### config.mk
export PLATFORM = sky130hd
export DESIGN_NAME = alarm_match_unit
export DESIGN_NICKNAME = d
export VERILOG_FILES = /design/src/rtl/alarm_pkg.sv /design/src/rtl/alarm_channel.sv /design/src/rtl/alarm_match_unit.sv
export SDC_FILE = /design/constraint.sdc
export NUM_CORES = 1
export LEC_CHECK = 0
export CORE_MARGIN = 4
export CORE_UTILIZATION = 49
export CTS_CLUSTER_DIAMETER = 50
export DETAILED_ROUTE_END_ITERATION = 16
export DONT_BUFFER_PORTS = 1
export GPL_TIMING_DRIVEN = 0
export PLACE_DENSITY = 0.65
export SYNTH_ARGS = -nofsm -noshare
export SYNTH_HDL_FRONTEND = slang
export SYNTH_SLANG_ARGS = --single-unit
### constraint.sdc
create_clock -name clk -period 1.67 [get_ports clk]
set_input_delay 0.0835 -clock clk [delete_from_list [all_inputs] [get_ports clk]]
set_output_delay 0.0835 -clock clk [all_outputs]
set_load 0.01 [all_outputs]
### src/rtl/alarm_pkg.sv
// Shared types and constants for the alarm match unit and its channels.
// Optional feature macro used by the unit: CMP_GE_MODE_EN.
package alarm_pkg;

  typedef enum logic [1:0] {
    CH_IDLE  = 2'd0,
    CH_ARMED = 2'd1,
    CH_FIRED = 2'd2
  } ch_state_t;

  localparam ch_state_t CH_RST_STATE = CH_IDLE;
  localparam logic      FLAG_RST     = 1'b0;

  // Channel-index width; a single channel still gets a one-bit select.
  function automatic int unsigned ch_idx_w(input int unsigned n);
    return (n > 1) ? 32'($clog2(n)) : 32'd1;
  endfunction

endpackage

### src/rtl/alarm_channel.sv
// One alarm channel: target register, arm/fire FSM, match pulse and sticky flag.
// With CMP_GE_MODE_EN a per-channel greater-or-equal compare mode is stored.
module alarm_channel
  import alarm_pkg::*;
#(
  parameter int unsigned WIDTH      = 16,
  parameter int unsigned AUTO_REARM = 0
) (
  input  logic             clk,
  input  logic             rst_n,
  input  logic [WIDTH-1:0] count,
  input  logic             we,
  input  logic             arm,
  input  logic [WIDTH-1:0] value,
`ifdef CMP_GE_MODE_EN
  input  logic             ge,
`endif
  input  logic             clr,
  output logic             pulse,
  output logic             sticky,
  output logic             armed,
  output logic             sticky_nxt_c
);

  logic [WIDTH-1:0] target_q;
  ch_state_t        state_q;
  ch_state_t        state_d;
  logic             cmp_c;
  logic             pulse_d;
  logic             armed_d;

  // Compare the live count against the stored target.
`ifdef CMP_GE_MODE_EN
  logic ge_q;
  assign cmp_c = ge_q ? (count >= target_q) : (count == target_q);
`else
  assign cmp_c = (count == target_q);
`endif

  // Next state; a target write overrides any hit in the same cycle.
  always_comb begin
    state_d = state_q;
    pulse_d = 1'b0;
    if (we) begin
      state_d = arm ? CH_ARMED : CH_IDLE;
    end else begin
      case (state_q)
        CH_IDLE: begin
          if (arm) state_d = CH_ARMED;
        end
        CH_ARMED: begin
          if (cmp_c) begin
            state_d = CH_FIRED;
            pulse_d = 1'b1;
          end
        end
        CH_FIRED: begin
          if (arm) begin
            state_d = CH_ARMED;
          end else if ((AUTO_REARM != 0) && !cmp_c) begin
            state_d = CH_ARMED;
          end
        end
        default: state_d = CH_RST_STATE;
      endcase
    end
    sticky_nxt_c = pulse_d | (sticky & ~clr);
    armed_d      = (state_d == CH_ARMED);
  end

  always_ff @(posedge clk) begin
    if (!rst_n) begin
      target_q <= '0;
      state_q  <= CH_RST_STATE;
      pulse    <= FLAG_RST;
      sticky   <= FLAG_RST;
      armed    <= FLAG_RST;
`ifdef CMP_GE_MODE_EN
      ge_q     <= FLAG_RST;
`endif
    end else begin
      if (we) begin
        target_q <= value;
`ifdef CMP_GE_MODE_EN
        ge_q     <= ge;
`endif
      end
      state_q <= state_d;
      pulse   <= pulse_d;
      sticky  <= sticky_nxt_c;
      armed   <= armed_d;
    end
  end

endmodule

### src/rtl/alarm_match_unit.sv
// Multi-channel programmable alarm comparator for the stopwatch datapath.
// Define CMP_GE_MODE_EN to add the cfg_ge port and >= compare mode.
module alarm_match_unit
  import alarm_pkg::*;
#(
  parameter int unsigned WIDTH      = 16,
  parameter int unsigned CHANNELS   = 4,
  parameter int unsigned AUTO_REARM = 0
) (
  input  logic                              clk,
  input  logic                              rst_n,
  input  logic [WIDTH-1:0]                  count,
  input  logic                              cfg_we,
  input  logic [ch_idx_w(CHANNELS)-1:0]     cfg_ch,
  input  logic [WIDTH-1:0]                  cfg_value,
  input  logic                              cfg_arm,
`ifdef CMP_GE_MODE_EN
  input  logic                              cfg_ge,
`endif
  input  logic [CHANNELS-1:0]               clr_sticky,
  output logic [CHANNELS-1:0]               match_pulse,
  output logic [CHANNELS-1:0]               match_sticky,
  output logic [CHANNELS-1:0]               armed,
  output logic                              any_match
);

  localparam int unsigned CH_IDX_W = ch_idx_w(CHANNELS);

  logic                ch_ok_c;
  logic [CHANNELS-1:0] we_c;
  logic [CHANNELS-1:0] arm_c;
  logic [CHANNELS-1:0] sticky_nxt_c;

  // Out-of-range channel indices are dropped here.
  assign ch_ok_c = (32'(cfg_ch) < CHANNELS);

  always_comb begin
    we_c  = '0;
    arm_c = '0;
    for (int unsigned i = 0; i < CHANNELS; i++) begin
      if (ch_ok_c && (cfg_ch == CH_IDX_W'(i))) begin
        we_c[i]  = cfg_we;
        arm_c[i] = cfg_arm;
      end
    end
  end

  for (genvar g = 0; g < CHANNELS; g++) begin : g_ch
    alarm_channel #(
      .WIDTH      (WIDTH),
      .AUTO_REARM (AUTO_REARM)
    ) u_ch (
      .clk          (clk),
      .rst_n        (rst_n),
      .count        (count),
      .we           (we_c[g]),
      .arm          (arm_c[g]),
      .value        (cfg_value),
`ifdef CMP_GE_MODE_EN
      .ge           (cfg_ge),
`endif
      .clr          (clr_sticky[g]),
      .pulse        (match_pulse[g]),
      .sticky       (match_sticky[g]),
      .armed        (armed[g]),
      .sticky_nxt_c (sticky_nxt_c[g])
    );
  end

  // Registered from next-cycle sticky so it stays aligned with match_sticky.
  always_ff @(posedge clk) begin
    if (!rst_n) begin
      any_match <= FLAG_RST;
    end else begin
      any_match <= |sticky_nxt_c;
    end
  end

endmodule

---- After elaboration in Yosys (flattened, before gate mapping) ----
Index checks and enable logic that the tools add are counted.
word-level totals
  register bits ........................... 85
  input port bits ......................... 42
  output and inout port bits .............. 13
operators by class
  equality and inequality tests ........... 19
  muxes and demuxes ....................... 40
  bitwise operators ....................... 12
  reductions and logical operators ........ 10
operators with widths
  kind                                            count
  == test 16 bit                                  4
  2-to-1 mux 1 bit                                24
  2-to-1 mux 2 bit                                12
  == test 2 x 1 -> 1 bit (second input constant)  9
  case mux 2 bit (2 select lines)                 4
  == test 2 bit (second input constant)           6
  logical NOT 2 bit                               5
  OR reduction 2 bit                              4
  AND 1 bit                                       4
  NOT 1 bit                                       4
  OR 1 bit                                        4
  OR reduction 4 bit                              1

---- Longest topological paths before layout ----
Gate-level depths: netlist of run 1.
  word-level depth ........................ 6
  gate-level depth with buffers ........... 7
  depth with buffers taken out ............ 5

---- Cells and area by module ----
From an unflattened synthesis of run 1, not the netlist that was laid out.
unflattened totals
  cell total of the unflattened synthesis .. 378
  area total of the unflattened synthesis .. 3927.5 µm²
modules (own cells, without submodules)
  module            times used  cells each  area each (µm²)  seq. area each (µm²)
  alarm_channel     4           92          958.4            420.4
  alarm_match_unit  1           10          93.8             20.0

---- Worst setup path after synthesis of run 1 ----
Ideal clock, no wire load.
  path kind ............................... register to register
  from .................................... reg g_ch[0].u_ch.target_q[9]
  to ...................................... reg g_ch[0].u_ch.sticky
  setup time .............................. 0.060 ns
  arrival ................................. 1.327 ns
  required time ........................... 1.610 ns
  setup slack ............................. 0.284 ns
  stages on the path, launching flop included .. 6
  path buffers ............................ 0
  cells stage by stage .................... dfxtp_1 > xor2_1 > nor4_2 > nand4_1 > o32ai_2 > and2_1
on the way
  word-level cells in the longest chain between the ends .. 5
ends and longest elaborated chain
  element                 line                 text
  start, declared         alarm_channel.sv:25  logic [WIDTH-1:0] target_q;
  start signal, assigned  alarm_channel.sv:83  target_q <= value;
  == test 16 bit          alarm_channel.sv:37  assign cmp_c = (count == target_q);
  2-to-1 mux 1 bit        alarm_channel.sv:52  if (cmp_c) begin
  2-to-1 mux 1 bit        alarm_channel.sv:47  case (state_q)
  2-to-1 mux 1 bit        alarm_channel.sv:44  if (we) begin
  OR 1 bit                alarm_channel.sv:67  sticky_nxt_c = pulse_d | (sticky & ~clr);
  end signal, assigned    alarm_channel.sv:90  sticky <= sticky_nxt_c;
  end, declared           alarm_channel.sv:20  output logic sticky,
No other way between the ends.
A chain may end at the register's enable or synchronous reset.

---- Worst setup path after layout of run 1 ----
  from .................................... reg g_ch[3].u_ch.target_q[13]
  to ...................................... reg g_ch[3].u_ch.armed
on the way
  word-level cells in the longest chain between the ends .. 5
ends and longest elaborated chain
  element                          line                 text
  start, declared                  alarm_channel.sv:25
  start signal, assigned           alarm_channel.sv:83
  == test 16 bit                   alarm_channel.sv:37
  2-to-1 mux 2 bit                 alarm_channel.sv:52
  case mux 2 bit (2 select lines)  alarm_channel.sv:47
  2-to-1 mux 2 bit                 alarm_channel.sv:44
  == test 2 x 1 -> 1 bit           alarm_channel.sv:68  armed_d = (state_d == CH_ARMED);
  end signal, assigned             alarm_channel.sv:91  armed <= armed_d;
  end, declared                    alarm_channel.sv:21  output logic armed,
No other way between the ends.

==> summary.md, run 1 <==
| Metric | Value |
|---|---|
| Result of the run | `completed` |
| IO Port Bufs | `0` |
| EDFF count, synth | `0` |
| Count of standard-cell rows | `32` |
| Global-route usage over all layers | `22.6%` |
| Die area | `0.00932 mm2` |
| Worst reg2reg setup slack | `0.06 ns` |
| HPWL after detailed placement | `6990 um` |
| Power density of the placed cells | `888 mW/mm2` |
| Crit path cell chain | `xor2_2 -> nor4_4 -> nand4_1 -> nor2b_4 -> o21a_1` |
| Portion of total power attributed to combinational logic | `10.7%` |
| CTS tree | `built` |
| Final wirelength | `10000 um` |
| Clock network power share | `36.5%` |
| Final #Nets | `545` |
| Startpoint type of the worst setup path | `flip-flop` |
| Total I/O pin count | `55` |
| Worst setup EP type | `flip-flop` |
| End point of the worst hold path | `g_ch[3].u_ch.state_q[0]` |
| Post-DRT Antenna Nets | `0` |
| Crit path setup slack, layout | `0.0604 ns` |
| Path type of the worst setup path | `reg2reg` |
| Proportion of register bits with asynchronous set or reset after synthesis | `0%` |
| Max clock buf depth | `2` |
| Inserted Clock Buffers | `9` |
| Std-Cell Core Area | `0.00769 mm2` |
| Horizontal die dimension | `96.5 um` |
| Via density per instance | `5.21` |
| Worst-path cell with the longest stage delay | `sky130_fd_sc_hd__nor4_4` |
| Type of the most critical hold path | `in2reg` |
| Final std cells w/o fill | `609` |
| Most used flip-flop cell after synthesis | `sky130_fd_sc_hd__dfxtp_1` |
| Fraction of the core area covered by cells at the end of the flow | `59.0%` |
| Initial Utilization | `50.0%` |
| Total overflow reported by the global router | `0` |
| Worst-case setup slack after placement | `-0.170 ns` |
| Largest area contributor in the synthesized netlist | `sky130_fd_sc_hd__dfxtp_1` |
| Startpoint of the worst register-to-register path | `g_ch[3].u_ch.target_q[13]` |
| Setup TNS after final layout | `0 ns` |
| Drt wl/cell | `16.4 um` |
| Cell types with the largest area share after synthesis | `sky130_fd_sc_hd__dfxtp_1, sky130_fd_sc_hd__xor2_1, sky130_fd_sc_hd__nand2_1, sky130_fd_sc_hd__a21oi_1, sky130_fd_sc_hd__buf_4` |
| Most common cell in the netlist | `sky130_fd_sc_hd__nand2_1` |
| Cells on Worst Hold Path | `3` |
| Distinct cells, synth | `35` |
| Maximum frequency from static timing analysis | `0.621 GHz` |
| Avg Synthesized Cell Area | `8.22 um2` |
| Cells after Synth | `467` |
| Chip Height | `96.5 um` |
| Layout cell share with drive strength beyond 1 | `13.2%` |
| CTS sink count | `85` |
| Maximum number of pins on one net before global-route repair | `15` |
| Max FO, Critical Path | `3` |
| Start point of the worst min-delay path | `cfg_arm` |
| Clock input transition at the sequential cells of the worst setup and hold paths | `0.09 ns` |
| Final estimated routing congestion in global placement | `0.830` |
| Minimum clock period after layout | `1.61 ns` |
| CTS H-Tree Depth | `3` |
| Commonest cells post-synth | `sky130_fd_sc_hd__nand2_1, sky130_fd_sc_hd__dfxtp_1, sky130_fd_sc_hd__a21oi_1` |
| Area added between synthesis and finish | `18.1%` |
| Setup repair after global routing missed its margin | `true` |
| Max_cap viols | `0` |
| Wire length of the first global-routing pass | `15600 um` |
| Number of cells on the worst reg-to-reg path | `5` |
| Number of fill cells | `724` |
| Max-slew violation count | `0` |
| Area share of the leading cell type in the synthesized netlist | `44.3%` |
| First-iteration detailed-routing DRC count | `181` |
| Psw | `0.00104 W` |
| Hold Violations, Final | `0` |
| Clock latency on the worst-skew pair | `0.35 ns` |
| Arr. time, crit path | `1.87 ns` |
| Largest stage delay on the critical path | `0.35 ns` |
| Placed cell count | `569` |
| Worst flop-to-flop path endpoint | `g_ch[3].u_ch.armed` |
| Share of the cycle needed by the critical path after routing | `96.4%` |
| Sw Ratio | `25.7%` |
| Total number of yosys warnings | `0` |
| Antenna cell count | `0` |
| Worst path required time | `1.93 ns` |
| Number of remaining DRC errors | `0` |
| Sequential-to-total area share from yosys stat | `44.3%` |
| Worst clock skew | `0.0128 ns` |
| Final worst hold slack | `0.0474 ns` |
| Post-synth net total | `509` |
| Number of antenna violations at the first check in global routing | `0` |
| Post-synthesis cell area | `0.00384 mm2` |
| Vias in the first global route | `3042` |
| FF+latch count, synth | `85` |
| Final setup viols | `0` |
| Static leakage | `1.76 nW` |
| Max rail drop VDD | `563 uV` |
| Worst slew slack as a fraction of its limit | `57.0%` |
| Worst Max-Slew Pin Slew | `0.646 ns` |
| Root buffer cell | `sky130_fd_sc_hd__clkbuf_8` |
| Sequential power share | `52.8%` |
| Count of TritonRoute iterations in the first routing pass | `4` |
| Total via count after detailed routing | `3173` |
| Internal power of the cells | `0.00299 W` |
## metal layers
metal,share of wire (%),vias up,track usage [%]
met4,1.8,0,6.66
met1,43,1485,28.5
met5,0,-,0
met3,7.0,15,6.43
li1,-,1593,-
met2,48,80,37.5
## placed cells by master (no fill, tap or decap), types with 8 or more instances in the layout
master,instances
sky130_fd_sc_hd__nand2_1,131
sky130_fd_sc_hd__a21oi_1,70
sky130_fd_sc_hd__nor2_1,8
sky130_fd_sc_hd__buf_4,16
sky130_fd_sc_hd__dlygate4sd3_1,22
sky130_fd_sc_hd__clkbuf_8,10
sky130_fd_sc_hd__clkbuf_1,15
sky130_fd_sc_hd__dfxtp_1,80
sky130_fd_sc_hd__xor2_1,62
sky130_fd_sc_hd__nor4_2,10
## state kept, by name (all words and copies together), names as in the netlist
register / cells
g_ch.u_ch.pulse: 4
g_ch.u_ch.target_q: 64
any_match: 1
g_ch.u_ch.state_q: 8
g_ch.u_ch.sticky: 4
g_ch.u_ch.armed: 4
## through the flow
step | total power [W] | area (um2)
finish | 0.00403 | 4530
global route | 0.00422 | 4530
CTS | 0.00403 | 4450
detailed placement | 0.00251 | 3970
global placement | 0.00250 | 3970
floorplan | 0.00242 | 3840
## how the worst max path moves through the flow
stage	from	end	slack [ns]	cells past startpoint
after detailed placement	g_ch[3].u_ch.target_q[12]	g_ch[3].u_ch.state_q[0]	-0.17	5
after global placement	g_ch[3].u_ch.target_q[12]	g_ch[3].u_ch.armed	-0.19	5
after global routing	g_ch[0].u_ch.target_q[13]	g_ch[0].u_ch.sticky	-0.06	6
after CTS	g_ch[0].u_ch.target_q[11]	g_ch[0].u_ch.sticky	0.005	6
after floorplan	g_ch[0].u_ch.target_q[9]	g_ch[0].u_ch.sticky	0.28	5
final	g_ch[3].u_ch.target_q[13]	g_ch[3].u_ch.armed	0.06	5
## cell families after synthesis
group / Yosys count / share of synthesized area (%)
flops: 85 / 44.3
simple gates: 191 / 23.0
compound gates: 84 / 12.1
xor+xnor: 64 / 14.6
buf+inv: 43 / 5.96
## what timing repair did
item / CTS / global route
hold buffers: 22 / 0
hold endpoints to repair: 71 / 0
setup buffers: 2 / 1
endpoints found under the setup margin: 14 / 12
pin swaps: 3 / 13
gates resized for setup: 7 / 17
cloned: 0 / 0
## cell type report
| cell class | count | area (um2) | area share (%) |
|---|---|---|---|
| Buffer | 36 | 203 | 4.47 |
| Clock buffer | 10 | 138 | 3.04 |
| Clock inverter | 5 | 61.3 | 1.35 |
| Inverter | 7 | 26.3 | 0.579 |
| Multi-Input combinational cell | 339 | 2020 | 44.6 |
| Sequential cell | 85 | 1710 | 37.7 |
| Tap cell | 102 | 128 | 2.81 |
| Timing Repair Buffer | 25 | 246 | 5.44 |
## power groups by stage
stage | registers (W) | clock network [W] | logic, W
after floorplan | 0.00216 | 0 | 0.000256
after global placement | 0.00217 | 0 | 0.000332
final | 0.00212 | 0.00147 | 0.000430
after global routing | 0.00213 | 0.00162 | 0.000473
after CTS | 0.00212 | 0.00150 | 0.000412
after detailed placement | 0.00217 | 0 | 0.000336
## critical path: cells and delay by family (launching register included)
kind	cells	cell delay, ns
AND/OR/NAND/NOR	3	0.81
flip-flops	1	0.34
XOR/XNOR	1	0.18
AO/OA/AOI/OAI	1	0.18
Power figures use the tool's default switching activity.
==> inputs of run 2 (changes only) <==
REMOVE_ABC_BUFFERS = 1   (was unset)
==> run 2 against run 1 <==
The flow now finishes with violations (hold timing, setup timing); clock skew is 0.0044 ns lower; cell area decreased by 4.0%; largest power group unchanged; cell count fell by 5.7%; sequential share of layout area grew 1.6 points; critical path type unchanged; via count decreased by 6.0%; total power is 2.5% higher; sequential power hardly changed; largest cell class unchanged; first-iteration DRC count fell by 33%; global-route usage decreased by 2.4 points; maximum frequency fell by 4.8%.
==> summary.md, run 2 (synthesis results as in run 1) <==
| Metric | Value |
|---|---|
| Worst slew slack as a fraction of its limit | `41.5%` |
| Area added between synthesis and finish | `13.3%` |
| Count of TritonRoute iterations in the first routing pass | `4` |
| Registers with the most flip-flops | `g_ch.u_ch.target_q (64), g_ch.u_ch.state_q (8)` |
| Most flops, register | `g_ch.u_ch.target_q` |
| Minimum clock period after layout | `1.69 ns` |
| CTS sink count | `85` |
| HPWL after detailed placement | `6030 um` |
| Horizontal die dimension | `96.5 um` |
| Number of antenna violations at the first check in global routing | `0` |
| Vias in the first global route | `2933` |
| Setup repair after global routing missed its margin | `true` |
| Number of buffer and inverter instances along the worst setup path | `1` |
| Crit path cell chain | `xor2_1 -> nor4_2 -> nand4_1 -> buf_6 -> o32ai_4 -> o41a_1` |
| Number of flip-flops under the largest register name | `64` |
| Area occupied by multi-input gates | `0.00201 mm2` |
| Worst path required time | `1.96 ns` |
| Footprint of the flip-flops and latches | `0.00171 mm2` |
| Worst Max-Slew Pin Slew | `0.874 ns` |
| Met2 Resource Use GR | `33.0%` |
| Largest delay share family, worst path | `simple AND/OR/NAND/NOR gates` |
| Type of the most critical hold path | `in2reg` |
| First-iteration detailed-routing DRC count | `122` |
| Max clock buf depth | `2` |
| Startpoint type of the worst setup path | `flip-flop` |
| Highest-count cells in the layout ignoring fill and taps | `sky130_fd_sc_hd__nand2_1, sky130_fd_sc_hd__dfxtp_1, sky130_fd_sc_hd__a21oi_1` |
| Global-route usage over all layers | `20.1%` |
| Maximum number of pins on one net before global-route repair | `47` |
| Maximum frequency from static timing analysis | `0.591 GHz` |
| Arr. time, crit path | `1.99 ns` |
| Initial Utilization | `50.0%` |
| Number of cells on the critical path | `6` |
| Cell area after placement | `0.00380 mm2` |
| Final wirelength | `8920 um` |
| Cells on Worst Hold Path | `1` |
| Most heavily used metal layer in global routing | `met2` |
| Layout cell share with drive strength beyond 1 | `10.8%` |
| Via density per instance | `5.20` |
| Max_cap viols | `0` |
| Total overflow reported by the global router | `0` |
| Result of the run | `complete, but fails checks` |
| Count of standard-cell rows | `32` |
| Clock input transition at the sequential cells of the worst setup and hold paths | `0.09 ns` |
| Max-slew violation count | `0` |
| Hold Violations, Final | `11` |
| Drt wl/cell | `15.5 um` |
| Failing checks | `hold timing, setup timing` |
| Post-DRT Antenna Nets | `0` |
| Path type of the worst setup path | `reg2reg` |
| Std-Cell Core Area | `0.00769 mm2` |
| CTS tree | `built` |
| Met3 Track Usage GR | `4.42%` |
| Final #Nets | `509` |
| Wire length of the first global-routing pass | `14100 um` |
| Worst setup EP type | `flip-flop` |
| Static leakage | `1.64 nW` |
| Number of remaining DRC errors | `0` |
| Met1 Track Usage GR | `25.6%` |
| IO Port Bufs | `0` |
| Max FO, Critical Path | `2` |
| Crit path setup slack, layout | `-0.0209 ns` |
| Total I/O pin count | `55` |
| Die area | `0.00932 mm2` |
| Number of fill cells | `731` |
| Largest stage delay on the critical path | `0.36 ns` |
| Clock latency on the worst-skew pair | `0.35 ns` |
| Worst-case setup slack after placement | `-0.191 ns` |
| Final non-filler cell area | `0.00435 mm2` |
| Max rail drop VDD | `462 uV` |
| Inserted Clock Buffers | `9` |
| Final estimated routing congestion in global placement | `0.792` |
| Share of the cycle needed by the critical path after routing | `101%` |
| Final worst hold slack | `-0.150 ns` |
| CTS H-Tree Depth | `3` |
| Antenna cell count | `0` |
| Leading cell type in the layout, fill and taps excluded | `sky130_fd_sc_hd__nand2_1` |
| Root buffer cell | `sky130_fd_sc_hd__clkbuf_8` |
| Number of hold buffers added after CTS | `18` |
| Total via count after detailed routing | `2984` |
| Number of cells on the worst reg-to-reg path | `6` |
| Final setup viols | `2` |
| Power density of the placed cells | `949 mW/mm2` |
| Worst-path cell with the longest stage delay | `sky130_fd_sc_hd__nor4_2` |
| Chip Height | `96.5 um` |
| Worst clock skew | `0.00840 ns` |
## run 2: cell types whose count changed in the layout (fill, tap and decap cells not counted), sizes merged
cell	change
buf	-17
bufinv	+1
clkbuf	-14
clkinv	-2
dlygate4sd3	-4
inv	+1
## run 2: final timing paths
kind                        startpoint                   endpoint  slack (ns)
min                              rst_n         g_ch[3].u_ch.armed       -0.15
min reg2reg  g_ch[0].u_ch.target_q[13]  g_ch[0].u_ch.target_q[13]        0.46
max reg2reg  g_ch[0].u_ch.target_q[11]                  any_match       -0.02
max          g_ch[0].u_ch.target_q[11]                  any_match       -0.02
## run 2: power by group
group,total [W],internal [W],switching (W)
clock,0.00163,0.000890,0.000737
sequential,0.00213,0.00209,0.0000408
combinational,0.000374,0.000154,0.000220
## run 2: stage by stage
stage | instances | util (%) | power, W | TNS, ns
CTS | 572 | 55.3 | 0.00415 | -0.138
global placement | 533 | 49.0 | 0.00246 | -38.66
floorplan | 431 | - | 0.00239 | -0.353
global route | 574 | 56.6 | 0.00432 | -0.130
detailed placement | 535 | 49.4 | 0.00247 | -0.949
finish | 574 | 56.6 | 0.00413 | -0.0271
## run 2: cell type report
class,instances,share of cell area [%]
Clock buffer,11,3.25
Tap cell,102,2.93
Inverter,7,0.604
Timing Repair Buffer,25,5.89
Clock inverter,5,1.90
Sequential cell,85,39.3
Multi-Input combinational cell,339,46.1
## run 2: routing by layer
| metal | up-vias | wire, um |
|---|---|---|
| li1 | 1525 | - |
| met1 | 1383 | 4040 |
| met2 | 66 | 4270 |
| met3 | 10 | 476 |
| met4 | 0 | 133 |
| met5 | - | 0 |
## run 2: repair_timing
item	4_1_cts	5_1_grt
setup buffers	3	1
gates resized for setup	5	16
setup endpoints to repair	10	9
hold endpoints to repair	77	11
pin swaps	8	13
